==> config.mk <==
export PLATFORM = sky130hd
export DESIGN_NAME = line_port_arbiter_flat
export DESIGN_NICKNAME = d
export VERILOG_FILES = /design/src/rtl/line_port_arbiter_if.sv /design/src/rtl/line_port_arbiter.sv /design/src/flat_wrapper.sv
export SDC_FILE = /design/constraint.sdc
export NUM_CORES = 1
export LEC_CHECK = 0
export BUFFER_PORTS_ARGS = -buffer_cell sky130_fd_sc_hd__buf_2
export CORE_AREA = 2 2 556 558
export CTS_CLUSTER_DIAMETER = 150
export DETAILED_ROUTE_END_ITERATION = 12
export DIE_AREA = 0 0 558 560
export SLEW_MARGIN = 20
export SYNTH_ARGS = -nofsm -noshare
export SYNTH_HDL_FRONTEND = slang
export SYNTH_SLANG_ARGS = --single-unit
==> constraint.sdc <==
create_clock -name clk -period 2.01 [get_ports clk]
set_clock_uncertainty 0.05 [all_clocks]
set_input_delay 0.402 -clock clk [delete_from_list [all_inputs] [get_ports clk]]
set_output_delay 0.402 -clock clk [all_outputs]
set_load 0.005 [all_outputs]
==> src/rtl/line_port_arbiter_if.sv <==
// ----------------------------------------------------------------------------
// line_port_arbiter_if
//   Bundles the three requester channels (I-cache read, D-cache read, EWB
//   drain) and the shared cacheline-wide memory port into one interface.
//
//   Signals:
//     ic_read_i/ic_addr_i/ic_rdata_o/ic_resp_o      I-cache line read channel
//     dc_read_i/dc_addr_i/dc_rdata_o/dc_resp_o      D-cache line read channel
//     ewb_write_i/ewb_addr_i/ewb_wdata_i/ewb_resp_o eviction write buffer drain
//     mem_read_o/mem_write_o/mem_addr_o/mem_wdata_o memory request
//     mem_rdata_i/mem_resp_i                        memory response
//
//   Modports:
//     master  the arbiter: owns the memory request and the requester resps
//     slave   the surroundings: caches, EWB and the lower memory level
// ----------------------------------------------------------------------------
interface line_port_arbiter_if #(
    parameter int ADDR_W = 32,
    parameter int LINE_W = 256
);
    logic              ic_read_i;
    logic [ADDR_W-1:0] ic_addr_i;
    logic [LINE_W-1:0] ic_rdata_o;
    logic              ic_resp_o;

    logic              dc_read_i;
    logic [ADDR_W-1:0] dc_addr_i;
    logic [LINE_W-1:0] dc_rdata_o;
    logic              dc_resp_o;

    logic              ewb_write_i;
    logic [ADDR_W-1:0] ewb_addr_i;
    logic [LINE_W-1:0] ewb_wdata_i;
    logic              ewb_resp_o;

    logic              mem_read_o;
    logic              mem_write_o;
    logic [ADDR_W-1:0] mem_addr_o;
    logic [LINE_W-1:0] mem_wdata_o;
    logic [LINE_W-1:0] mem_rdata_i;
    logic              mem_resp_i;

    modport master (
        input  ic_read_i, ic_addr_i,
        input  dc_read_i, dc_addr_i,
        input  ewb_write_i, ewb_addr_i, ewb_wdata_i,
        input  mem_rdata_i, mem_resp_i,
        output ic_rdata_o, ic_resp_o,
        output dc_rdata_o, dc_resp_o,
        output ewb_resp_o,
        output mem_read_o, mem_write_o, mem_addr_o, mem_wdata_o
    );

    modport slave (
        output ic_read_i, ic_addr_i,
        output dc_read_i, dc_addr_i,
        output ewb_write_i, ewb_addr_i, ewb_wdata_i,
        output mem_rdata_i, mem_resp_i,
        input  ic_rdata_o, ic_resp_o,
        input  dc_rdata_o, dc_resp_o,
        input  ewb_resp_o,
        input  mem_read_o, mem_write_o, mem_addr_o, mem_wdata_o
    );
endinterface

==> src/rtl/line_port_arbiter.sv <==
// ----------------------------------------------------------------------------
// line_port_arbiter
//   Shares one cacheline-wide memory port between I-cache reads, D-cache
//   reads and eviction write buffer drains, one transaction at a time.
//   Reads win for latency and alternate between the caches; the EWB is
//   drained first when it holds the line a D-cache read wants, and is forced
//   through after STARVE_MAX read grants made while it was waiting.
//
//   Ports:
//     clk   clock
//     rst   synchronous active-high reset; abandons any in-flight transaction
//     bus   line_port_arbiter_if.master (requester channels + memory port)
// ----------------------------------------------------------------------------
module line_port_arbiter #(
    parameter int ADDR_W     = 32,
    parameter int LINE_W     = 256,
    parameter int STARVE_MAX = 4
) (
    input  logic                 clk,
    input  logic                 rst,
    line_port_arbiter_if.master  bus
);
    localparam int OFF   = $clog2(LINE_W / 8);
    localparam int CNT_W = $clog2(STARVE_MAX + 1);

    typedef enum logic [1:0] {IDLE, IC_RD, DC_RD, EWB_WR} state_t;

    state_t           state;
    state_t           next_state;
    logic             rr_ptr;
    logic [CNT_W-1:0] starve_cnt;

    logic hazard;
    logic starve_full;
    logic grant_ic;
    logic grant_dc;
    logic grant_ewb;

    // A D-cache read of the line the EWB still holds must see the drained data.
    assign hazard = bus.dc_read_i && bus.ewb_write_i &&
                    (bus.dc_addr_i[ADDR_W-1:OFF] == bus.ewb_addr_i[ADDR_W-1:OFF]);
    assign starve_full = (starve_cnt == CNT_W'(STARVE_MAX));

    // Grants are only ever made on the IDLE -> busy transition.
    assign grant_ic  = (state == IDLE) && (next_state == IC_RD);
    assign grant_dc  = (state == IDLE) && (next_state == DC_RD);
    assign grant_ewb = (state == IDLE) && (next_state == EWB_WR);

    // State register.
    always_ff @(posedge clk) begin
        if (rst) begin
            state <= IDLE;
        end else begin
            state <= next_state;
        end
    end

    // Next-state: arbitrate in IDLE, otherwise wait for the memory response.
    always_comb begin
        next_state = state;
        case (state)
            IDLE: begin
                if (hazard) begin
                    next_state = EWB_WR;
                end else if (bus.ewb_write_i && starve_full) begin
                    next_state = EWB_WR;
                end else if (bus.ic_read_i && bus.dc_read_i) begin
                    next_state = rr_ptr ? DC_RD : IC_RD;
                end else if (bus.ic_read_i) begin
                    next_state = IC_RD;
                end else if (bus.dc_read_i) begin
                    next_state = DC_RD;
                end else if (bus.ewb_write_i) begin
                    next_state = EWB_WR;
                end
            end
            IC_RD, DC_RD, EWB_WR: begin
                if (bus.mem_resp_i) begin
                    next_state = IDLE;
                end
            end
            default: next_state = IDLE;
        endcase
    end

    // Fairness bookkeeping: the round-robin pointer favours whichever cache
    // was not served last; the starvation counter tracks read grants that
    // bypassed a waiting EWB and saturates so the force condition holds.
    always_ff @(posedge clk) begin
        if (rst) begin
            rr_ptr     <= 1'b0;
            starve_cnt <= '0;
        end else begin
            if (grant_ic) begin
                rr_ptr <= 1'b1;
            end else if (grant_dc) begin
                rr_ptr <= 1'b0;
            end

            if (grant_ewb) begin
                starve_cnt <= '0;
            end else if ((grant_ic || grant_dc) && bus.ewb_write_i && !starve_full) begin
                starve_cnt <= starve_cnt + CNT_W'(1);
            end
        end
    end

    // Moore memory request from the granted requester's live inputs with the
    // line offset cleared; resps are the memory response steered to the owner.
    always_comb begin
        bus.mem_read_o  = 1'b0;
        bus.mem_write_o = 1'b0;
        bus.mem_addr_o  = '0;
        bus.mem_wdata_o = '0;
        bus.ic_resp_o   = 1'b0;
        bus.dc_resp_o   = 1'b0;
        bus.ewb_resp_o  = 1'b0;
        case (state)
            IC_RD: begin
                bus.mem_read_o = 1'b1;
                bus.mem_addr_o = {bus.ic_addr_i[ADDR_W-1:OFF], {OFF{1'b0}}};
                bus.ic_resp_o  = bus.mem_resp_i;
            end
            DC_RD: begin
                bus.mem_read_o = 1'b1;
                bus.mem_addr_o = {bus.dc_addr_i[ADDR_W-1:OFF], {OFF{1'b0}}};
                bus.dc_resp_o  = bus.mem_resp_i;
            end
            EWB_WR: begin
                bus.mem_write_o = 1'b1;
                bus.mem_addr_o  = {bus.ewb_addr_i[ADDR_W-1:OFF], {OFF{1'b0}}};
                bus.mem_wdata_o = bus.ewb_wdata_i;
                bus.ewb_resp_o  = bus.mem_resp_i;
            end
            default: ;
        endcase
    end

    assign bus.ic_rdata_o = bus.mem_rdata_i;
    assign bus.dc_rdata_o = bus.mem_rdata_i;
endmodule

==> src/flat_wrapper.sv <==
// flat-port wrapper written by rule: the top's interface ports become plain ports
module line_port_arbiter_flat 
#(
    parameter int ADDR_W     = 32,
    parameter int LINE_W     = 256,
    parameter int STARVE_MAX = 4
)
  (clk, rst, bus_ic_read_i, bus_ic_addr_i, bus_dc_read_i, bus_dc_addr_i, bus_ewb_write_i, bus_ewb_addr_i, bus_ewb_wdata_i, bus_mem_rdata_i, bus_mem_resp_i, bus_ic_rdata_o, bus_ic_resp_o, bus_dc_rdata_o, bus_dc_resp_o, bus_ewb_resp_o, bus_mem_read_o, bus_mem_write_o, bus_mem_addr_o, bus_mem_wdata_o);
  line_port_arbiter_if #(.ADDR_W(ADDR_W), .LINE_W(LINE_W)) bus_i ();
  input  logic clk;
  input  logic rst;
  input wire logic [$bits(bus_i.ic_read_i)-1:0] bus_ic_read_i;
  input wire logic [$bits(bus_i.ic_addr_i)-1:0] bus_ic_addr_i;
  input wire logic [$bits(bus_i.dc_read_i)-1:0] bus_dc_read_i;
  input wire logic [$bits(bus_i.dc_addr_i)-1:0] bus_dc_addr_i;
  input wire logic [$bits(bus_i.ewb_write_i)-1:0] bus_ewb_write_i;
  input wire logic [$bits(bus_i.ewb_addr_i)-1:0] bus_ewb_addr_i;
  input wire logic [$bits(bus_i.ewb_wdata_i)-1:0] bus_ewb_wdata_i;
  input wire logic [$bits(bus_i.mem_rdata_i)-1:0] bus_mem_rdata_i;
  input wire logic [$bits(bus_i.mem_resp_i)-1:0] bus_mem_resp_i;
  output wire logic [$bits(bus_i.ic_rdata_o)-1:0] bus_ic_rdata_o;
  output wire logic [$bits(bus_i.ic_resp_o)-1:0] bus_ic_resp_o;
  output wire logic [$bits(bus_i.dc_rdata_o)-1:0] bus_dc_rdata_o;
  output wire logic [$bits(bus_i.dc_resp_o)-1:0] bus_dc_resp_o;
  output wire logic [$bits(bus_i.ewb_resp_o)-1:0] bus_ewb_resp_o;
  output wire logic [$bits(bus_i.mem_read_o)-1:0] bus_mem_read_o;
  output wire logic [$bits(bus_i.mem_write_o)-1:0] bus_mem_write_o;
  output wire logic [$bits(bus_i.mem_addr_o)-1:0] bus_mem_addr_o;
  output wire logic [$bits(bus_i.mem_wdata_o)-1:0] bus_mem_wdata_o;
  assign bus_i.ic_read_i = bus_ic_read_i;
  assign bus_i.ic_addr_i = bus_ic_addr_i;
  assign bus_i.dc_read_i = bus_dc_read_i;
  assign bus_i.dc_addr_i = bus_dc_addr_i;
  assign bus_i.ewb_write_i = bus_ewb_write_i;
  assign bus_i.ewb_addr_i = bus_ewb_addr_i;
  assign bus_i.ewb_wdata_i = bus_ewb_wdata_i;
  assign bus_i.mem_rdata_i = bus_mem_rdata_i;
  assign bus_i.mem_resp_i = bus_mem_resp_i;
  assign bus_ic_rdata_o = bus_i.ic_rdata_o;
  assign bus_ic_resp_o = bus_i.ic_resp_o;
  assign bus_dc_rdata_o = bus_i.dc_rdata_o;
  assign bus_dc_resp_o = bus_i.dc_resp_o;
  assign bus_ewb_resp_o = bus_i.ewb_resp_o;
  assign bus_mem_read_o = bus_i.mem_read_o;
  assign bus_mem_write_o = bus_i.mem_write_o;
  assign bus_mem_addr_o = bus_i.mem_addr_o;
  assign bus_mem_wdata_o = bus_i.mem_wdata_o;
  line_port_arbiter #(.ADDR_W(ADDR_W), .LINE_W(LINE_W), .STARVE_MAX(STARVE_MAX)) u_core (.clk(clk), .rst(rst), .bus(bus_i));
endmodule
* After elaboration in Yosys (flattened, before gate mapping)
Cells that the tools add are included.
** Operators by class
- Eq/ne operators :: 8
- Reduce and logical (&&, ||, !) cells :: 16
- Muxes and demuxes :: 18
- $add $sub $neg :: 1
** Operators with widths (number)
- 256-bit two-way mux :: 1
- 32-bit case mux with 3 select lines :: 1
- 27-bit == test :: 1
- 2-bit two-way mux :: 8
- 1-bit logical AND :: 9
- 2-bit == test (second input constant) :: 4
- 1-bit two-way mux :: 7
- 2-bit by 1-bit == test with 1-bit output (second input constant) :: 2
- 2-bit case mux with 2 select lines :: 1
- 2-bit OR reduction :: 2
- 3-bit by 1-bit adder with 3-bit output (second input constant) :: 1
- 3-bit == test (second input constant) :: 1
- 3-bit OR reduction :: 1
- 2-bit zero test :: 1
- 2-bit nonzero test :: 1
- 1-bit zero test :: 1
- 1-bit logical OR :: 1
** Storage, ports and cells
- Word-level logic and storage cells :: 46
- Flip-flop bits (word level) :: 6
- Input bits :: 614
- Output and inout port bits :: 805

* Logic depth before layout (Yosys ltp)
Gate-level depths: netlist (run 1).
- Depth in word-level cells :: 12
- Depth in mapped cells :: 7
- Depth with buffers taken out :: 6

* Worst setup path before layout (run 1)
No wires, ideal clock.
- Path type :: register to output
- Start :: reg u_core.state[0]
- End :: out bus_mem_addr_o[10]
- Setup slack :: 111 ps
- Data arrival time :: 1447 ps
- Cell stages (with the launch flop) :: 7
- Required time :: 1558 ps
- Buffers on the path :: 3
- Cell sequence :: dfxtp_1 -> ha_1 -> clkbuf_1 -> clkbuf_1 -> clkbuf_1 -> a222oi_1 -> nor2_1
** On the way
- Longest elaborated chain between the ends :: 2
** RTL lines
- start: declaration :: RTL line line_port_arbiter.sv:28 : state_t state;
- start signal: assignment :: RTL line line_port_arbiter.sv:54 : state <= next_state;
- 2-bit == test / 2-bit by 1-bit == test with 1-bit output (equally long branches) :: RTL line line_port_arbiter.sv:118 : case (state)
- 32-bit case mux with 3 select lines (*) :: RTL line line_port_arbiter.sv:118
- end: declaration :: RTL line flat_wrapper.sv:28 : output wire logic [$bits(bus_i.mem_addr_o)-1:0] bus_mem_addr_o;
Every way passes the cells marked *; elsewhere a longest branch is shown, timed or not.

* Final worst setup path (run 1)
- Start :: reg u_core.state[0]
- End :: out bus_mem_addr_o[17]
The elaborated chain is that of the path after synthesis.

==> results.txt, run 1 <==
During I/O placement, the number of pins put on the boundary was 1,419. The floorplan die height is 560 um. The checks that failed: setup timing. The largest net degree at the start of global routing is 38.

The clock buffer count from CTS came out at 3. The global placement routability congestion is 0.8085. For this run, the number of standard cells in the final layout without fillers is 5,320. The count of flip-flops with a built-in enable after synthesis came out at 0. The total of endpoints with negative setup slack in the final report came out at 279.

The overall fraction of global-route tracks in use is 14.84%. The via count of the first global-routing pass came out at 7,740. Clock-pin slew was measured on the worst setup and hold paths at 0.04 ns.

The number of sinks driven by the clock tree came out at 6. The portion of the post-synthesis area used by sequential elements came out at 1.776%. The synthesized netlist occupies a cell area of 6763 um^2.

The number of buffers between clock root and the deepest sink came out at 2. The growth of design area from synthesis to finish is 137.8%. The width of the die is 558 um. The maximum fanout along the worst path came out at 3.

Of the available clock period, the critical path in the final layout requires 140.4%. The average wire per cell in the routed design is 45.87 um. The post-layout minimum cycle time came out at 2.822 ns. The top cell type by area accounts for 57.50% of the synthesized area. The primary flip-flop cell chosen by synthesis mapping is sky130_fd_sc_hd__dfxtp_1.

The flow ran to the end, but the final reports show violations. Of all cell types, the one taking the most synthesized area is sky130_fd_sc_hd__buf_4. The total design power came out at 6.245 mW.

The max-slew violation total from the final report is 0. The root buffer selected by CTS is sky130_fd_sc_hd__clkbuf_16. The proportion of layout cells with a drive suffix above 1 is 85.98%. The total overflow reported by the global router came out at 0. The setup slack on the worst flop-to-flop path came out at -0.02 ns. The number of port buffers came out at 630. In the final timing run, aggregate negative setup slack is -86.92 ns. Setup slack on the critical path of the routed design comes to -0.8123 ns. The class of the worst hold path is primary input to flop.

The initial core utilization came out at 2.202%. Sorting the synthesized cells by area gives the leading types as sky130_fd_sc_hd__buf_4 (58%), sky130_fd_sc_hd__and2_1 (24%), sky130_fd_sc_hd__a222oi_1 (4.0%). Hold is met by 0.4249 ns. The worst-case IR drop observed on VDD is 0.0003602 V. For this block, the routed nets add up to 244.0 mm of wire. Synthesis instantiated 33 different standard cells from the library. Measured against its own limit, the worst slew margin works out to 25.57%. The number of nets with antenna violations after routing is 0.

The region available for standard cell placement spans 307,100 um^2. The count of TritonRoute iterations in the first routing pass is 7. The data arrival time at the worst-slack endpoint is 2.37 ns. Counting instances in the post-synthesis netlist gives the leading cell types as sky130_fd_sc_hd__buf_4 (518), sky130_fd_sc_hd__and2_1 (259), sky130_fd_sc_hd__clkbuf_1 (38). The routed via count divided by cell count is 1.697. The number of maximum-capacitance violations came out at 0. The final hold violation count came out at 0.

The post-layout utilization of the core came out at 5.237%. In this run the number of H-tree levels came out at 1. The number of nets in the layout is 1,785. The power per standard cell area is 388.3 nW/um^2.

The floorplan step defined a die boundary enclosing 312,500 um^2. The first global-routing pass estimated 260.3 mm of wire. The number of cells in the design after placement is 5,222. The fraction of synthesis flops using an asynchronous set or reset pin came out at 0%. After legalization and detailed placement, the total HPWL measured 231.7 mm.

The number of remaining DRC errors came out at 0. The maximum clock frequency is 354.3 MHz. The total of warnings raised by yosys is 0. The synthesized instance count is 959. The required time of the critical path is 1.56 ns.

The detailed router finished its first iteration with 735 violations. The placement row count is 204. The startpoint kind of the worst setup timing path is a flop.

The number of antenna violations at the first check in global routing is 229. TritonCTS built the clock tree. The type of the setup path with the least slack is flop to output port. For the pin with the worst max-slew slack, the measured transition is 1.116 ns.

The via total after detailed routing is 9,030. The kind of end point of the critical path is an output port. Counting flops and latches in the post-synthesis netlist gives 6. Setup repair after global routing could not meet its margin everywhere.

A synthesized cell averages 7.052 um^2. The most common cell in the synthesized netlist is sky130_fd_sc_hd__buf_4. The latest clock arrival within the worst-skew pair came out at 0.23 ns. For this design the static power due to leakage is 5.703 nW.
[critical path, stage by stage, from the launching register on]
cell                       delay (ns)
sky130_fd_sc_hd__dfxtp_2         0.35
sky130_fd_sc_hd__inv_2           0.06
sky130_fd_sc_hd__ha_4            0.17
sky130_fd_sc_hd__buf_12          0.13
sky130_fd_sc_hd__a222oi_1        0.96
sky130_fd_sc_hd__nor2_1          0.23
sky130_fd_sc_hd__buf_6           0.23
[layer usage]
layer	global-route usage (%)	routed length, um	vias up
li1	-	-	2959
met1	6.823	39610	3542
met2	25.37	114700	1688
met3	22.76	79210	661
met4	3.781	9254	180
met5	0	1225	-
[stage by stage]
stage                     worst slack, ns  cell area, um^2
after global placement             -1.531            12830
after detailed placement          -0.8332            12920
after global routing              -0.7549            16020
after CTS                         -0.8756            14170
after floorplan                    0.1107             6778
final                             -0.8123            16080
[layout make-up]
| class | count | area (um^2) |
|---|---|---|
| sequential | 6 | 125.1 |
| antenna | 37 | 92.59 |
| inverter | 7 | 26.28 |
| fill | 36250 | 291000 |
| multi-input combinational | 391 | 3228 |
| clock buffer | 3 | 75.07 |
| tap | 4120 | 5155 |
| timing repair buffer | 756 | 7380 |
[where the power goes]
group / total, mW / internal, mW / switching [mW]
logic: 5.75 / 2.76 / 2.99
clock network: 0.324 / 0.256 / 0.0686
registers: 0.173 / 0.145 / 0.0280
total: 6.24 / 3.16 / 3.08
[sequential cells by signal, summed over array words and instances, names as in the netlist]
| register | flops |
|---|---|
| u_core.state | 2 |
| u_core.rr_ptr | 1 |
| u_core.starve_cnt | 3 |
[cells in the final DEF (no fill, tap or decap), types with 3 or more instances in the layout]
cell type / Yosys / final
sky130_fd_sc_hd__a211oi_2: 2 / 3
sky130_fd_sc_hd__a222oi_1: 27 / 27
sky130_fd_sc_hd__and2_1: 259 / 43
sky130_fd_sc_hd__and2_4: 0 / 216
sky130_fd_sc_hd__buf_12: 0 / 110
sky130_fd_sc_hd__buf_16: 0 / 13
sky130_fd_sc_hd__buf_2: 0 / 389
sky130_fd_sc_hd__buf_4: 518 / 56
sky130_fd_sc_hd__buf_6: 0 / 142
sky130_fd_sc_hd__buf_8: 0 / 28
sky130_fd_sc_hd__clkbuf_16: 0 / 20
sky130_fd_sc_hd__conb_1: 1 / 5
sky130_fd_sc_hd__dfxtp_1: 6 / 4
sky130_fd_sc_hd__diode_2: 0 / 37
sky130_fd_sc_hd__ha_4: 0 / 3
sky130_fd_sc_hd__inv_1: 6 / 4
sky130_fd_sc_hd__inv_2: 1 / 3
sky130_fd_sc_hd__nand2_1: 3 / 3
sky130_fd_sc_hd__nand4_1: 4 / 4
sky130_fd_sc_hd__nor2_1: 28 / 25
sky130_fd_sc_hd__nor2_2: 0 / 3
sky130_fd_sc_hd__nor4_1: 4 / 3
sky130_fd_sc_hd__o21ai_1: 2 / 3
sky130_fd_sc_hd__xnor2_1: 12 / 12
sky130_fd_sc_hd__xor2_1: 15 / 14
[cell families after synthesis]
| group | Yosys count | synth area share, % |
|---|---|---|
| compound gates | 45 | 5.976 |
| xor+xnor | 27 | 3.497 |
| fa+ha+maj | 6 | 1.110 |
| buf+inv | 566 | 60.17 |
| flops | 6 | 1.776 |
| other cells | 1 | 0.05545 |
| simple gates | 308 | 27.42 |
[worst paths after layout]
path,from,to,cells after the start
setup / recovery,u_core.state[0],bus_mem_addr_o[17],6
hold / removal,rst,u_core.state[1],2
setup reg to reg,u_core.state[1],u_core.starve_cnt[1],7
hold reg to reg,u_core.rr_ptr,u_core.rr_ptr,2
[what timing repair did]
item	4_1_cts	5_1_grt
setup buffers	17	17
endpoints found under the setup margin	292	283
cloned	11	18
hold buffers	0	0
gates resized for setup	239	400
pin swaps	20	37
No activity file was read; power rests on OpenSTA's default activity.
==> run 2: changes to the inputs <==
--- a/config.mk
+++ b/config.mk
@@ -10,6 +10,7 @@
 export CTS_CLUSTER_DIAMETER = 150
 export DETAILED_ROUTE_END_ITERATION = 12
 export DIE_AREA = 0 0 558 560
+export PLACE_DENSITY = 0.3
 export SLEW_MARGIN = 20
 export SYNTH_ARGS = -nofsm -noshare
 export SYNTH_HDL_FRONTEND = slang
==> constraint.sdc (replaced) <==
create_clock -name clk -period 2.01 [get_ports clk]
set_clock_uncertainty 0.05 [all_clocks]
set_input_delay 0 -clock clk [delete_from_list [all_inputs] [get_ports clk]]
set_output_delay 0 -clock clk [all_outputs]
set_load 0.005 [all_outputs]
==> run 2 against run 1 <==
  * The run now ends clean
  * Count of clock-buffer cells in the layout did not move
  * Sequential power grew 3%
  * Via count increased by 1.7%
  * Utilization fell by 0.52 points
  * Global-route usage is 3.8 points lower
  * Power decreased by 16%
  * Flip-flop and latch count is the same
  * Critical path type unchanged
  * Critical endpoint is now bus_mem_addr_o[16]
  * Largest power group unchanged
==> results.txt, run 2 (same netlist as run 1, synthesis figures left out) <==
The wire length of the first global-routing pass came out at 199.4 mm. After routing, the total negative slack on setup checks comes to 0 ns. The post-place setup slack came out at -0.005811 ns. The half-perimeter wire length of the detailed placement result is 171.1 mm. The area enclosed by the die boundary came out at 312,500 um^2. The floorplan die height came out at 560 um. The area of the multi-input gates came out at 2634 um^2. The filler-free cell count of the finished design came out at 5,508. The total cell area at the placement stage came out at 11,530 um^2. TritonCTS built the clock tree.

The latest clock arrival within the worst-skew pair is 0.23 ns. The total overflow reported by the global router is 0. The count of fill cells added during filler insertion is 36,360. The number of nets in the layout is 1,954. The post-layout utilization of the core is 4.720%.

The total of endpoints with negative setup slack in the final report is 0. In this run switching power makes up 61.61% of total power. The clock share of power came out at 6.2%. The number of maximum-capacitance violations came out at 0. The average wire per cell in the routed design is 32.90 um.

The worst hold path startpoint is rst. The net load switching power came out at 3.244 mW. Registers are responsible for 3.4% of the overall power. The clock net in this run drives a total of 6 sinks. The worst hold path was traced through 2 stages.

The sequential cell area in the final layout is 127.6 um^2. The core region is 307,100 um^2. The post-layout minimum cycle time is 1.943 ns. At the end of routability-driven placement, the weighted congestion stood at 0.8981. For this run, the total global-route usage over all layers was measured as 11.02%. In the layout the commonest cells are sky130_fd_sc_hd__buf_2 (610), sky130_fd_sc_hd__and2_1 (259), sky130_fd_sc_hd__dlygate4sd3_1 (256), sky130_fd_sc_hd__buf_4 (34), sky130_fd_sc_hd__a222oi_1 (27). The final design area excluding fillers came out at 14,490 um^2. In this run the register-to-register setup slack is 0.23 ns. The maximum fanout along the worst path came out at 8. In the finished design, the share of the clock period the worst path needs comes to 96.68%.

The library cell used most frequently in the layout, excluding fill and tap cells, is sky130_fd_sc_hd__buf_2. The worst slew margin relative to its limit came out at 42.59%. From synthesis to final layout, the design area changed by 114.3%. The largest net degree at the start of global routing is 85. The proportion of layout cells with a drive suffix above 1 is 51.65%. Setup repair after global routing could not meet its margin everywhere. The required time of the critical path is 1.96 ns. The number of antenna violations at the first check in global routing came out at 192. The largest registers in the layout are u_core.starve_cnt (3), u_core.state (2), u_core.rr_ptr (1). The number of cells in the design after placement came out at 5,183. The placement row count came out at 204. For hold timing, the worst endpoint is u_core.starve_cnt[1].

The clock edge transition at the registers on the reported setup and hold paths came out at 0.04 ns. The count of routing violations after the opening detailed-route iteration came out at 816. The transition time at the pin with the least slew margin is 0.8583 ns.

The initial utilization of the core area, before any placement, comes to 2.202%. The total design power came out at 5.266 mW. In this run the remaining antenna-violating nets after routing total 0. The internal power contribution came out at 2.022 mW.

The static power due to leakage is 5.439 nW. Across the VDD grid, the largest voltage drop is 0.0002568 V. The total length of routed wires came out at 181.2 mm.

The flow ran to the end, and the final reports show no timing, DRC or antenna violations. The final critical-path setup slack came out at 0.06683 ns. The register with the most flip-flops in the layout has 3 of them.

The clock buffer count from CTS came out at 3. The routed layout has 9,180 vias. The number of port buffers came out at 630. The startpoint kind of the worst setup timing path is a flop.

The register with the most flip-flops is u_core.starve_cnt. The root buffer selected by CTS is sky130_fd_sc_hd__clkbuf_16. The kind of end point of the critical path is an output port. The width of the die is 558 um.

The worst register-to-register path begins at u_core.state[0]. By startpoint and endpoint, the worst setup path is classified as flop to output port. The power per standard cell area is 363.3 nW/um^2.

The routed via count divided by cell count is 1.667. The data arrival time at the worst-slack endpoint came out at 1.89 ns. In this run the count of I/O pins placed on the die edge is 1,419. The worst hold margin is 0.01607 ns. The final hold violation count is 0.

The length in cells of the worst reg-to-reg path came out at 5. Per report_power, the combinational group accounts for 90.4% of the total. The maximum clock frequency came out at 514.6 MHz.

CTS built an H-tree with a depth of 1. The clock passes through at most 2 buffers. In the routed design, unresolved DRC markers number 0. The worst register-to-register path ends at u_core.starve_cnt[1]. The path class of the tightest hold or removal check is primary input to flop.

The max-slew violation total from the final report is 0. The count of TritonRoute iterations in the first routing pass came out at 8. The via count of the first global-routing pass is 8,891.
[run 2: cell type report]
| cell class | instances | share of cell area (%) |
|---|---|---|
| sequential | 6 | 0.8805 |
| tap | 4120 | 35.57 |
| multi-input combinational | 391 | 18.17 |
| inverter | 7 | 0.1813 |
| timing repair buffer | 925 | 43.72 |
| antenna | 56 | 0.9668 |
| clock buffer | 3 | 0.5180 |
[run 2: worst max-delay path by stage]
stage	from	end	cells after the start
2_1_floorplan	u_core.starve_cnt[0]	u_core.starve_cnt[1]	6
3_3_place_gp	u_core.state[0]	bus_mem_addr_o[19]	6
3_5_place_dp	u_core.state[0]	bus_mem_addr_o[19]	6
4_1_cts	u_core.state[1]	bus_mem_addr_o[12]	7
5_1_grt	u_core.state[1]	bus_mem_addr_o[31]	7
6_report	u_core.state[1]	bus_mem_addr_o[16]	7
[run 2: worst max-delay path, stage by stage, from the launching register on]
cell and delay [ns]:
sky130_fd_sc_hd__dfxtp_4 0.38, sky130_fd_sc_hd__inv_2 0.06, sky130_fd_sc_hd__ha_4 0.21, sky130_fd_sc_hd__buf_8 0.15, sky130_fd_sc_hd__buf_4 0.16, sky130_fd_sc_hd__a222oi_1 0.34
sky130_fd_sc_hd__nor2_1 0.12, sky130_fd_sc_hd__buf_2 0.22
[run 2: per-layer routing]
metal,global-route usage (%),wire (um)
met3,7.877,31160
met5,0.04631,332
met1,9.310,51530
met4,3.517,7837
met2,20.04,90340
[run 2: power by group through the flow]
stage	clock (mW)	sequential, mW	combinational, mW
after floorplan	0	0.159	1.72
after global placement	0	0.170	3.54
after detailed placement	0	0.171	3.55
after CTS	0.328	0.178	5.00
after global routing	0.342	0.180	5.24
final	0.327	0.179	4.76
[run 2: repair_timing]
item / 4_1_cts / 5_1_grt
cloned: 0 / 1
pin swaps: 4 / 8
setup buffers: 5 / 5
endpoints found under the hold margin: 512 / 0
setup endpoints to repair: 47 / 36
resized for setup: 14 / 12
hold buffers: 256 / 0
==> run 3: changes to the inputs <==
--- a/config.mk
+++ b/config.mk
@@ -6,10 +6,11 @@
 export NUM_CORES = 1
 export LEC_CHECK = 0
 export BUFFER_PORTS_ARGS = -buffer_cell sky130_fd_sc_hd__buf_2
-export CORE_AREA = 2 2 556 558
+export CORE_AREA = 4 4 558 560
+export CTS_BUF_LIST = sky130_fd_sc_hd__clkbuf_8
 export CTS_CLUSTER_DIAMETER = 150
 export DETAILED_ROUTE_END_ITERATION = 12
-export DIE_AREA = 0 0 558 560
+export DIE_AREA = 0 0 562 564
 export PLACE_DENSITY = 0.3
 export SLEW_MARGIN = 20
 export SYNTH_ARGS = -nofsm -noshare
==> run 3 against run 2 <==
  * Setup slack lost 0.012 ns
  * First-iteration DRC count shrank 3.2%
  * Clock power shrank 42%
  * Hold slack gained 0.0083 ns
  * Global-route usage shrank 0.96 points
  * Sequential share of layout area is essentially flat
  * Fmax shrank 0.61%
  * Design area shrank 0.33%
  * Wire length shrank 6.0%
  * Flip-flop and latch count is the same
  * Count of clock-buffer cells in the layout is the same
  * Utilization is essentially flat
==> results.txt, run 3 (same netlist as run 1, synthesis figures left out) <==
The run finished with clean final reports. The count of nets left with antenna violations once routing finished came out at 0. Setup repair after global routing left no endpoint under its margin. The number of top-level pins came out at 1,419. The data arrival time at the worst-slack endpoint is 1.91 ns. The via total after detailed routing came out at 8,971. TritonCTS built the clock tree. The signal on the critical path passes through ha_4 > buf_12 > buf_4 > and2_1 > buf_2.

The count of routing violations after the opening detailed-route iteration is 790. The average wire per cell in the routed design came out at 31.18 um. The root buffer selected by CTS is sky130_fd_sc_hd__clkbuf_8. The clock edge transition at the registers on the reported setup and hold paths is 0.04 ns. The width of the die is 562 um.

Of the available clock period, the critical path in the final layout requires 97.27%. STA classifies the critical path startpoint as a flop. The total of endpoints with negative setup slack in the final report is 0.

The overall fraction of global-route tracks in use is 10.06%. On the critical path, the stage with the largest delay is an instance of sky130_fd_sc_hd__dfxtp_4. The maximum clock frequency is 511.5 MHz. The critical path is of the flop to output port type.

The number of nets in the layout came out at 1,950. The number of antenna violations at the first check in global routing is 155. In this run the core area contains 203 standard-cell rows. In this run the standard cell core region covers 305,800 um^2. The area enclosed by the die boundary is 317,000 um^2. The initial core utilization is 2.211%. The final hold violation count was 0. The total overflow reported by the global router came out at 0.

Counting tap cells, the placed design contains a total of 5,155 instances. Total power for the finished layout comes to 5.028 mW. The latest clock arrival within the worst-skew pair is 0.23 ns.

More flip-flops sit in one register than any other, and that register is u_core.starve_cnt. The via count of the first global-routing pass was 8,891. For this design the static power due to leakage is 5.440 nW. The H-tree level count came out at 1. Measured along the y axis, the die boundary spans 564 um. At the pin with the least slew margin, the transition time is 0.9086 ns.

The maximum fanout along the worst path is 39. The number of sinks driven by the clock tree came out at 6. In the final layout, the registers with the most flip-flops are u_core.starve_cnt (3), u_core.state (2), u_core.rr_ptr (1). The power per standard cell area came out at 348.1 nW/um^2.

Dividing the detail-routed via count by the number of cells gives 1.643. The first detailed-routing pass took 7 iterations. The proportion of layout cells with a drive suffix above 1 came out at 51.66%.

In the layout the commonest cells are sky130_fd_sc_hd__buf_2 (611), sky130_fd_sc_hd__and2_1 (258), sky130_fd_sc_hd__dlygate4sd3_1 (256), sky130_fd_sc_hd__a222oi_1 (27), sky130_fd_sc_hd__nor2_1 (27). Wires add up to 170.2 mm. The tool flagged a number of max-cap violations equal to 0. The worst ir drop on vdd came out at 0.0002604 V. For this run, the slowest stage of the critical path takes 0.39 ns.

After the flow finishes, the layout carries non-filler instances totaling 5,460. For the worst setup path, the data required time is 1.96 ns. The post-layout minimum cycle time came out at 1.955 ns. Leaving out fill and tap cells, the most frequent cell in the layout is sky130_fd_sc_hd__buf_2.

The number of buffers between clock root and the deepest sink came out at 2. The growth of design area from synthesis to finish came out at 113.6%. The half-perimeter wire length of the detailed placement result is 159.7 mm. In this run the tool buffered the top-level ports with 630 buffer cells. The worst slew margin relative to its limit is 39.23%. The max-slew violation total from the final report came out at 0.

The global placement routability congestion is 0.9130. In the routed design, unresolved DRC markers number 0. The clock buffer count from CTS came out at 3. The number of flip-flops under the largest register name is 3.

The wire length of the first global-routing pass is 187.3 mm. The class of the worst hold path is primary input to flop. STA classifies the critical path endpoint as an output port. Entering global routing, the biggest net connects 60 pins.
-- run 3: cell count changes in the layout (fill, tap and decap cells not counted), moves of 2 or more --
cell                        before  now
sky130_fd_sc_hd__bufbuf_16       0    2
sky130_fd_sc_hd__xor2_1         15   12
sky130_fd_sc_hd__buf_12         18   22
sky130_fd_sc_hd__diode_2        56   32
sky130_fd_sc_hd__clkbuf_4        2    0
sky130_fd_sc_hd__clkbuf_8        0    3
sky130_fd_sc_hd__clkbuf_16       4    0
sky130_fd_sc_hd__xor2_2          0    3
sky130_fd_sc_hd__buf_6           2    4
sky130_fd_sc_hd__buf_4          34   25
-- run 3: routing by layer --
layer | part of all wire (%) | global-route usage, % | vias up
met1 | 30 | 8.948 | 3942
met3 | 18 | 8.034 | 380
li1 | - | - | 3285
met2 | 48 | 17.38 | 1302
met5 | 0.23 | 0 | -
met4 | 3.8 | 2.873 | 62
-- run 3: final timing paths --
path                        startpoint              endpoint  slack, ns  depth (start not counted)
setup reg to reg  u_core.starve_cnt[0]  u_core.starve_cnt[2]       0.24                          6
setup / recovery       u_core.state[0]  bus_mem_wdata_o[126]       0.05                          5
hold / removal                     rst         u_core.rr_ptr       0.02                          2
hold reg to reg          u_core.rr_ptr         u_core.rr_ptr       0.46                          2
-- run 3: final cells by class --
type	instances	area (um^2)
multi-input combinational	391	2655
tap	4100	5130
antenna	32	80.08
fill	36380	291400
timing repair buffer	921	6386
sequential	6	127.6
inverter	7	26.28
clock buffer	3	41.29
-- run 3: power by group --
part	switching, mW	leakage [nW]	internal [mW]
logic	3.00	5.37	1.67
clock network	0.0611	0.0218	0.130
registers	0.0286	0.0504	0.146
total	3.09	5.44	1.94
-- run 3: worst max-delay path, delay by kind of cell (launching register included) --
kind	cells	cell delay [ns]
adder cells (fa/ha/maj)	1	0.23
buffers and inverters	3	0.80
flip-flops	1	0.39
AND/OR/NAND/NOR	1	0.16
-- run 3: timing repair --
| item | in CTS | in global routing |
|---|---|---|
| setup endpoints to repair | 109 | 30 |
| cloned | 2 | 0 |
| hold buffers | 256 | 0 |
| pin swaps | 2 | 3 |
| gates resized for setup | 14 | 5 |
| endpoints found under the hold margin | 512 | 0 |
| setup buffers | 5 | 7 |
-- run 3: metrics by stage --
step                      hold slack, ns  util (%)  area, um^2  setup WS, ns  setup TNS, ns
after detailed placement        -0.04991     3.764       11510       -0.2854        -0.8995
after CTS                        0.01708     4.675       14300      0.002238              0
after global placement          -0.04991     3.762       11510       -0.5565         -1.510
final                            0.02433     4.724       14450       0.05494              0
after global routing             0.03705     4.713       14410      0.009448              0
after floorplan                  0.01941         -        6778        0.4296              0
